--- config.mk ---
export PLATFORM = sky130hd
export DESIGN_NAME = ibuf_raddr_gen_flat
export DESIGN_NICKNAME = d
export VERILOG_FILES = /design/src/rtl/ibuf_pkg.sv /design/src/rtl/ibuf_raddr_gen_if.sv /design/src/rtl/ibuf_wrap_cnt.sv /design/src/rtl/ibuf_raddr_gen.sv /design/src/flat_wrapper.sv
export SDC_FILE = /design/constraint.sdc
export NUM_CORES = 1
export LEC_CHECK = 0
export BUFFER_PORTS_ARGS = -buffer_cell sky130_fd_sc_hd__clkbuf_2
export CAP_MARGIN = 10
export CELL_PAD_IN_SITES_DETAIL_PLACEMENT = 0
export CELL_PAD_IN_SITES_GLOBAL_PLACEMENT = 2
export CORE_UTILIZATION = 25
export DETAILED_ROUTE_END_ITERATION = 8
export PLACE_DENSITY_LB_ADDON = 0.1
export SYNTH_ARGS = -nofsm -noshare
export SYNTH_HDL_FRONTEND = slang
export SYNTH_SLANG_ARGS = --single-unit
--- constraint.sdc ---
create_clock -name SYS_CLK -period 2.4 [get_ports SYS_CLK]
set_input_delay 0.24 -clock SYS_CLK [delete_from_list [all_inputs] [get_ports SYS_CLK]]
set_output_delay 0.24 -clock SYS_CLK [all_outputs]
set_load 0.05 [all_outputs]
--- src/rtl/ibuf_pkg.sv ---
// Shared definitions for the input-buffer read path: FSM encoding and
// default widths. REGNUM_W is also used by the read-data sync stage.
package ibuf_pkg;

  localparam int ADDR_W_DEF = 8;
  localparam int SEL_W_DEF  = 4;
  localparam int REGNUM_W   = SEL_W_DEF;

  typedef enum logic {
    ST_IDLE = 1'b0,
    ST_RUN  = 1'b1
  } state_e;

endpackage

--- src/rtl/ibuf_raddr_gen_if.sv ---
// Read-address beat bus between the address generator (master) and the
// buffer read port / read-data sync stage (slave).
interface ibuf_raddr_gen_if
  import ibuf_pkg::*;
#(
  parameter int ADDR_W = ADDR_W_DEF,
  parameter int SEL_W  = SEL_W_DEF
);

  logic [ADDR_W-1:0] raddr_o;
  logic              raddr_vld_o;
  logic              raddr_rst_o;
  logic [SEL_W-1:0]  ctrl_regnum_sel_o;
  logic              ready_i;

  modport master (
    output raddr_o,
    output raddr_vld_o,
    output raddr_rst_o,
    output ctrl_regnum_sel_o,
    input  ready_i
  );

  modport slave (
    input  raddr_o,
    input  raddr_vld_o,
    input  raddr_rst_o,
    input  ctrl_regnum_sel_o,
    output ready_i
  );

endinterface

--- src/rtl/ibuf_wrap_cnt.sv ---
// Loadable up-counter that wraps to zero after reaching 'last'.
// 'wrap' flags that the current value equals the limit, so the caller can
// decide on the same edge whether the increment is a wrap.
module ibuf_wrap_cnt
  import ibuf_pkg::*;
#(
  parameter int W = ADDR_W_DEF
) (
  input  logic         SYS_CLK,
  input  logic         SYS_NRST,
  input  logic         clr,
  input  logic         en,
  input  logic [W-1:0] last,
  output logic [W-1:0] cnt,
  output logic         wrap
);

  assign wrap = (cnt == last);

  // Count on enable; compare happens before increment so it never overflows.
  always_ff @(posedge SYS_CLK or negedge SYS_NRST) begin
    if (!SYS_NRST) begin
      cnt <= '0;
    end else if (clr) begin
      cnt <= '0;
    end else if (en) begin
      cnt <= wrap ? '0 : cnt + 1'b1;
    end
  end

endmodule

--- src/rtl/ibuf_raddr_gen.sv ---
// Input-buffer read-address generator. A start sweeps addresses
// 0..last_addr once per register number 0..last_sel, one beat per
// accepted valid/ready handshake.
// Optional build macro IBUF_RADDR_GEN_LOOP_EN adds loop_i, which restarts
// the sweep after the final beat instead of returning to IDLE.
module ibuf_raddr_gen
  import ibuf_pkg::*;
#(
  parameter int ADDR_W = ADDR_W_DEF,
  parameter int SEL_W  = SEL_W_DEF
) (
  input  logic              SYS_CLK,
  input  logic              SYS_NRST,
  input  logic              start_i,
  input  logic              abort_i,
  input  logic [ADDR_W-1:0] cfg_last_addr_i,
  input  logic [SEL_W-1:0]  cfg_last_sel_i,
`ifdef IBUF_RADDR_GEN_LOOP_EN
  input  logic              loop_i,
`endif
  output logic              busy_o,
  output logic              done_o,
  ibuf_raddr_gen_if.master  bus
);

  state_e            state;
  logic [ADDR_W-1:0] last_addr_q;
  logic [SEL_W-1:0]  last_sel_q;
  logic [ADDR_W-1:0] addr_cnt;
  logic [SEL_W-1:0]  sel_cnt;
  logic              addr_wrap;
  logic              sel_wrap;
  logic              beat_acc;
  logic              final_beat;
  logic              loop_on;
  logic              cnt_clr;
  logic              addr_en;
  logic              sel_en;

`ifdef IBUF_RADDR_GEN_LOOP_EN
  assign loop_on = loop_i;
`else
  assign loop_on = 1'b0;
`endif

  // Abort outranks acceptance: an aborted beat is never counted.
  assign beat_acc   = (state == ST_RUN) && bus.raddr_vld_o && bus.ready_i && !abort_i;
  assign final_beat = addr_wrap && sel_wrap;
  assign cnt_clr    = (state == ST_IDLE) && start_i;
  // On a non-looping final beat the counters hold their last values.
  assign addr_en    = beat_acc && (!final_beat || loop_on);
  assign sel_en     = addr_en && addr_wrap;

  ibuf_wrap_cnt #(.W(ADDR_W)) u_addr_cnt (
    .SYS_CLK  (SYS_CLK),
    .SYS_NRST (SYS_NRST),
    .clr      (cnt_clr),
    .en       (addr_en),
    .last     (last_addr_q),
    .cnt      (addr_cnt),
    .wrap     (addr_wrap)
  );

  ibuf_wrap_cnt #(.W(SEL_W)) u_sel_cnt (
    .SYS_CLK  (SYS_CLK),
    .SYS_NRST (SYS_NRST),
    .clr      (cnt_clr),
    .en       (sel_en),
    .last     (last_sel_q),
    .cnt      (sel_cnt),
    .wrap     (sel_wrap)
  );

  assign bus.raddr_o           = addr_cnt;
  assign bus.ctrl_regnum_sel_o = sel_cnt;

  // Sequencing FSM with registered valid/rst-marker/busy/done outputs.
  always_ff @(posedge SYS_CLK or negedge SYS_NRST) begin
    if (!SYS_NRST) begin
      state           <= ST_IDLE;
      last_addr_q     <= '0;
      last_sel_q      <= '0;
      bus.raddr_vld_o <= 1'b0;
      bus.raddr_rst_o <= 1'b0;
      busy_o          <= 1'b0;
      done_o          <= 1'b0;
    end else begin
      done_o <= 1'b0;
      case (state)
        ST_IDLE: begin
          if (start_i) begin
            state           <= ST_RUN;
            last_addr_q     <= cfg_last_addr_i;
            last_sel_q      <= cfg_last_sel_i;
            bus.raddr_vld_o <= 1'b1;
            bus.raddr_rst_o <= 1'b1;
            busy_o          <= 1'b1;
          end
        end
        ST_RUN: begin
          if (abort_i) begin
            state           <= ST_IDLE;
            bus.raddr_vld_o <= 1'b0;
            bus.raddr_rst_o <= 1'b0;
            busy_o          <= 1'b0;
          end else if (beat_acc) begin
            if (final_beat) begin
              done_o <= 1'b1;
              if (loop_on) begin
                bus.raddr_rst_o <= 1'b1;
              end else begin
                state           <= ST_IDLE;
                bus.raddr_vld_o <= 1'b0;
                bus.raddr_rst_o <= 1'b0;
                busy_o          <= 1'b0;
              end
            end else begin
              // Next address is 0 exactly when the current one is the last.
              bus.raddr_rst_o <= addr_wrap;
            end
          end
        end
        default: state <= ST_IDLE;
      endcase
    end
  end

endmodule

--- src/flat_wrapper.sv ---
// flat-port wrapper written by rule: the top's interface ports become plain ports
module ibuf_raddr_gen_flat import ibuf_pkg::*;
#(
  parameter int ADDR_W = ADDR_W_DEF,
  parameter int SEL_W  = SEL_W_DEF
)
  (SYS_CLK, SYS_NRST, start_i, abort_i, cfg_last_addr_i, cfg_last_sel_i, busy_o, done_o, bus_raddr_o, bus_raddr_vld_o, bus_raddr_rst_o, bus_ctrl_regnum_sel_o, bus_ready_i);
  ibuf_raddr_gen_if #(.ADDR_W(ADDR_W), .SEL_W(SEL_W)) bus_i ();
  input  logic SYS_CLK;
  input  logic SYS_NRST;
  input  logic start_i;
  input  logic abort_i;
  input  logic [ADDR_W-1:0] cfg_last_addr_i;
  input  logic [SEL_W-1:0] cfg_last_sel_i;
  output logic busy_o;
  output logic done_o;
  output wire logic [$bits(bus_i.raddr_o)-1:0] bus_raddr_o;
  output wire logic [$bits(bus_i.raddr_vld_o)-1:0] bus_raddr_vld_o;
  output wire logic [$bits(bus_i.raddr_rst_o)-1:0] bus_raddr_rst_o;
  output wire logic [$bits(bus_i.ctrl_regnum_sel_o)-1:0] bus_ctrl_regnum_sel_o;
  input wire logic [$bits(bus_i.ready_i)-1:0] bus_ready_i;
  assign bus_raddr_o = bus_i.raddr_o;
  assign bus_raddr_vld_o = bus_i.raddr_vld_o;
  assign bus_raddr_rst_o = bus_i.raddr_rst_o;
  assign bus_ctrl_regnum_sel_o = bus_i.ctrl_regnum_sel_o;
  assign bus_i.ready_i = bus_ready_i;
  ibuf_raddr_gen #(.ADDR_W(ADDR_W), .SEL_W(SEL_W)) u_core (.SYS_CLK(SYS_CLK), .SYS_NRST(SYS_NRST), .start_i(start_i), .abort_i(abort_i), .cfg_last_addr_i(cfg_last_addr_i), .cfg_last_sel_i(cfg_last_sel_i), .busy_o(busy_o), .done_o(done_o), .bus(bus_i));
endmodule
Word-level counts from Yosys, hierarchy flattened. Index checks and enable logic that the tools add are counted.

Mux-type cells: 24. Reduce and logical (&&, ||, !) cells: 14. Eq/ne operators: 5. Bitwise gates (word level): 1. $add $sub $neg: 2.

Operator list (count): $mux W8 (3); $mux W1 (15); $mux W4 (3); $add A8 B1 Y8 const B (1); $eq A8 B8 Y1 (1); $logic_and A1 B1 Y1 (7); $ne A3 B3 Y1 const B (2); $pmux W1 S2 (3); $add A4 B1 Y4 const B (1); $eq A4 B4 Y1 (1); $reduce_and A2 Y1 (2); $reduce_bool A2 Y1 (2); $reduce_and A3 Y1 (1); $logic_not A1 Y1 (2); $ne A2 B2 Y1 const B (1); $not A1 Y1 (1).

Word-level logic and storage cells: 54. Bits in registers: 28. Output and inout bits: 16.

Logic depth before layout (Yosys ltp).
Depth in word-level cells: 7. Mapped depth: 6. Gate-level depth less buffers: 6.

By module. A second synthesis with hierarchy kept.

Cells, all modules: 130. Area total of the unflattened synthesis: 1517.7 µm².

Modules (own cells, without submodules): ibuf_raddr_gen (area each 705.7 µm², instances 1, cells each 47); ibuf_wrap_cnt (u_core.u_addr_cnt) (area each 528.0 µm², instances 1, cells each 56); ibuf_wrap_cnt (u_core.u_sel_cnt) (area each 284.0 µm², instances 1, cells each 27).

Least setup slack after synthesis. No wires, ideal clock.

Path kind: flip-flop to flip-flop. Start point: reg u_core.u_addr_cnt.cnt[5]. End point: reg u_core.u_sel_cnt.cnt[3]. Library setup time: 0.078 ns. Arrival: 1.943 ns. Path slack: 0.379 ns. Buffers on the path: 0. Required time: 2.322 ns. Stages on the path, launching flop included: 6. Cells stage by stage: dfrtp_1 -> xor2_1 -> nor4_4 -> nand4_2 -> or3_1 -> a21oi_1.

Word-level cells in the longest chain between the ends: 6.

RTL lines: from (decl) (RTL line ibuf_wrap_cnt.sv:14) `output logic [W-1:0] cnt,`; from (signal assigned) (RTL line ibuf_wrap_cnt.sv:27) `cnt <= wrap ? '0 : cnt + 1'b1;`; $eq A8 B8 Y1 (*) (RTL line ibuf_wrap_cnt.sv:18) `assign wrap = (cnt == last);`; $logic_and A1 B1 Y1 (RTL line ibuf_raddr_gen.sv:48) `assign final_beat = addr_wrap && sel_wrap;`; $logic_not A1 Y1 (RTL line ibuf_raddr_gen.sv:51) `assign addr_en = beat_acc && (!final_beat || loop_on);`; $logic_and A1 B1 Y1 (RTL line ibuf_raddr_gen.sv:51); $logic_and A1 B1 Y1 (*) (RTL line ibuf_raddr_gen.sv:52) `assign sel_en = addr_en && addr_wrap;`; $reduce_bool A2 Y1 (no source line) (*); to (signal assigned) (RTL line ibuf_wrap_cnt.sv:27); to (decl) (RTL line ibuf_wrap_cnt.sv:14).

Every way passes the cells marked *; elsewhere a longest branch is shown, timed or not. A chain may end at the register's enable or synchronous reset.

Final worst setup path. Same ends and word-level chain as after synthesis.

==> flow_summary.json <==
{
  "outcome": "finished clean",
  "grt_pass1_wl_um": 6330,
  "maxSlewHeadroom_pct": 48.7,
  "antenna_found_initial": 0,
  "synth_edf_count": 0,
  "fmax_ghz": 0.507,
  "min_path_type": "input port to asynchronous set/reset pin",
  "cp_data_arrival_time_ns": 2.17,
  "dp_hpwl_um": 2690,
  "synth_seq_area_share_pct": 47.5,
  "clock_latency_ns": 0.27,
  "crit_end": "u_core.u_sel_cnt.cnt[3]",
  "drv_slew": 0,
  "fp-row-count": 27,
  "start_util_pct": 26.3,
  "grt_setup_unrepaired": "false",
  "grt_remaining_overflow": 0,
  "tns_ns": 0,
  "async_reset_ff_share_pct": 100,
  "worst_clock_skew_ns": 0.00204,
  "cts-root-buf": "clkbuf_8",
  "grt_max_degree": 29,
  "syn-cell-area_mm2": 0.00147,
  "dr.pass1.iters": 4,
  "fp.dieW_um": 78.8,
  "path_clk_slew_ns": 0.10,
  "cts_setup_buffers": 0,
  "critPathLaunchType": "flop",
  "final_nets": 209,
  "cts_tree": "yes",
  "worstMarginPinSlew_ns": 0.768,
  "hold_buffers": 0,
  "cts_made_buffers": 3,
  "critPathKind": "flop to flop",
  "yosysTopAreaCell": "dfrtp_1",
  "gp_congestion": 0.735,
  "yosysUniqueCellTypes": 39,
  "period_minus_slack_ns": 1.97,
  "syn_area_per_cell_um2": 9.39,
  "power_density_mw_per_mm2": 792,
  "syn_to_final_growth_pct": 19.6,
  "synthCells": 157,
  "power.leakage_nw": 0.856,
  "detail_route.wirelength_um": 3730,
  "synth_top_area_share_pct": 47.5,
  "ir_drop_v": 0.000233,
  "dieArea_mm2": 0.00621,
  "post-place-cells": 257,
  "diodes": 0,
  "crit_fanout": 7,
  "rr_startpoint": "u_core.u_addr_cnt.cnt[5]",
  "ys_warn_count": 0,
  "drc": 0,
  "numPortBuffers": 32,
  "r2r-end": "u_core.u_sel_cnt.cnt[3]",
  "ios": 33,
  "synthTopCellsByArea": "dfrtp_1 48%, nand2_1 11%, xor2_1 4.2%, o21ai_0 3.1%, nor4_4 2.9%",
  "synth_seq_cells": 28,
  "syn_nets": 176,
  "drive_above_1_share_pct": 24.3,
  "power_w": 0.00140,
  "r2r_cells": 5,
  "htreeDepth": 1,
  "ant_nets": 0,
  "cp-end-kind": "flop",
  "clock_sinks": 28,
  "cp.required_ns": 2.60,
  "drv_cap": 0,
  "grt_pass1_vias": 1205,
  "post_drt_wl_per_cell_um": 14.3,
  "cp-startpoint": "u_core.u_addr_cnt.cnt[5]",
  "core-area_mm2": 0.00561,
  "layoutNonFillerInstCount": 261,
  "finalHoldViolCount": 0,
  "drt_first_iter_violations": 76,
  "grt.total_usage_pct": 13.4,
  "synth_ff_type": "dfrtp_1",
  "vias_per_cell": 4.59,
  "cts_resized": 0,
  "setup_viol_count_final": 0,
  "cts_buffer_depth": 2,
  "synth_most_common_cell": "nand2_1",
  "synth_common_cells": "43 x nand2_1, 28 x dfrtp_1, 9 x o21ai_0",
  "die_h_um": 78.8,
  "num_vias": 1198,
  "reg2reg_slack_ns": 0.43,
  "post-route-period-util_pct": 82.1
}
[power breakdown]
part	total [W]	internal, W	switching (W)
combinational	0.000452	0.000153	0.000300
clock	0.000297	0.000147	0.000150
sequential	0.000648	0.000546	0.000101
total	0.00140	0.000846	0.000551
[routing by layer]
metal / global-route usage, % / vias to the layer above / share of wire, %
met4: 4.26 / 0 / 0.91
li1: - / 611 / -
met2: 19.1 / 29 / 42
met1: 20.0 / 554 / 53
met5: 0 / - / 0
met3: 2.53 / 4 / 4.5
[logic make-up (layout without fill, tap and decap cells)]
| group | count (synthesis) | after routing | share of synthesized area [%] |
|---|---|---|---|
| simple gates | 78 | 78 | 27.6 |
| compound gates | 28 | 28 | 12.4 |
| flops | 28 | 28 | 47.5 |
| xor+xnor | 12 | 12 | 7.64 |
| buf+inv | 9 | 41 | 3.14 |
| fa+ha+maj | 2 | 2 | 1.70 |
[area by class of cell]
class / instances / area [µm²]
Tap cell: 72 / 90.1
Fill cell: 622 / 3840
Multi-Input combinational cell: 120 / 727
Inverter: 2 / 7.51
Sequential cell: 28 / 701
Clock buffer: 4 / 55.1
Timing Repair Buffer: 35 / 183
[cells in the final DEF, fill, tap and decap left out, drive strengths merged, types with 4 or more instances in the layout]
master	count
a21oi	6
a22o	4
clkbuf	36
dfrtp	28
nand2	44
nand3	7
nor2	4
o21ai	9
xnor2	4
xor2	8
[critical path, cell delays in order (launching register included)]
cell     delay [ns]
dfrtp_1        0.48
xor2_1         0.20
nor4_4         0.39
nand4_2        0.25
or3_1          0.41
a21oi_1        0.16
[flip-flops by register name, summed over array words and instances (netlist names)]
register,cells
u_core.last_addr_q,8
u_core.u_addr_cnt.cnt,8
u_core.last_sel_q,4
u_core.bus.raddr_rst_o,1
u_core.state,1
u_core.done_o,1
u_core.u_sel_cnt.cnt,4
u_core.busy_o,1
[metrics by stage]
stage               hold WS (ns)  util (%)  instance area (µm²)  setup WS (ns)
floorplan                -0.0556         -                 1470          0.379
global placement           0.341      30.5                 1710          0.476
detailed placement         0.344      30.5                 1710          0.437
CTS                       0.0341      31.4                 1760          0.413
global route              0.0700      31.4                 1760          0.267
finish                  0.000354      31.4                 1760          0.429
[how the worst min path moves through the flow]
stage / to / slack [ns]
6_report: u_core.u_addr_cnt.cnt[4] / 0.0004
5_1_grt: u_core.u_addr_cnt.cnt[4] / 0.07
4_1_cts: u_core.u_addr_cnt.cnt[4] / 0.03
3_5_place_dp: u_core.u_addr_cnt.cnt[4] / 0.34
3_3_place_gp: u_core.u_addr_cnt.cnt[4] / 0.34
2_1_floorplan: u_core.bus.raddr_rst_o / -0.06
Power figures use the tool's default switching activity.
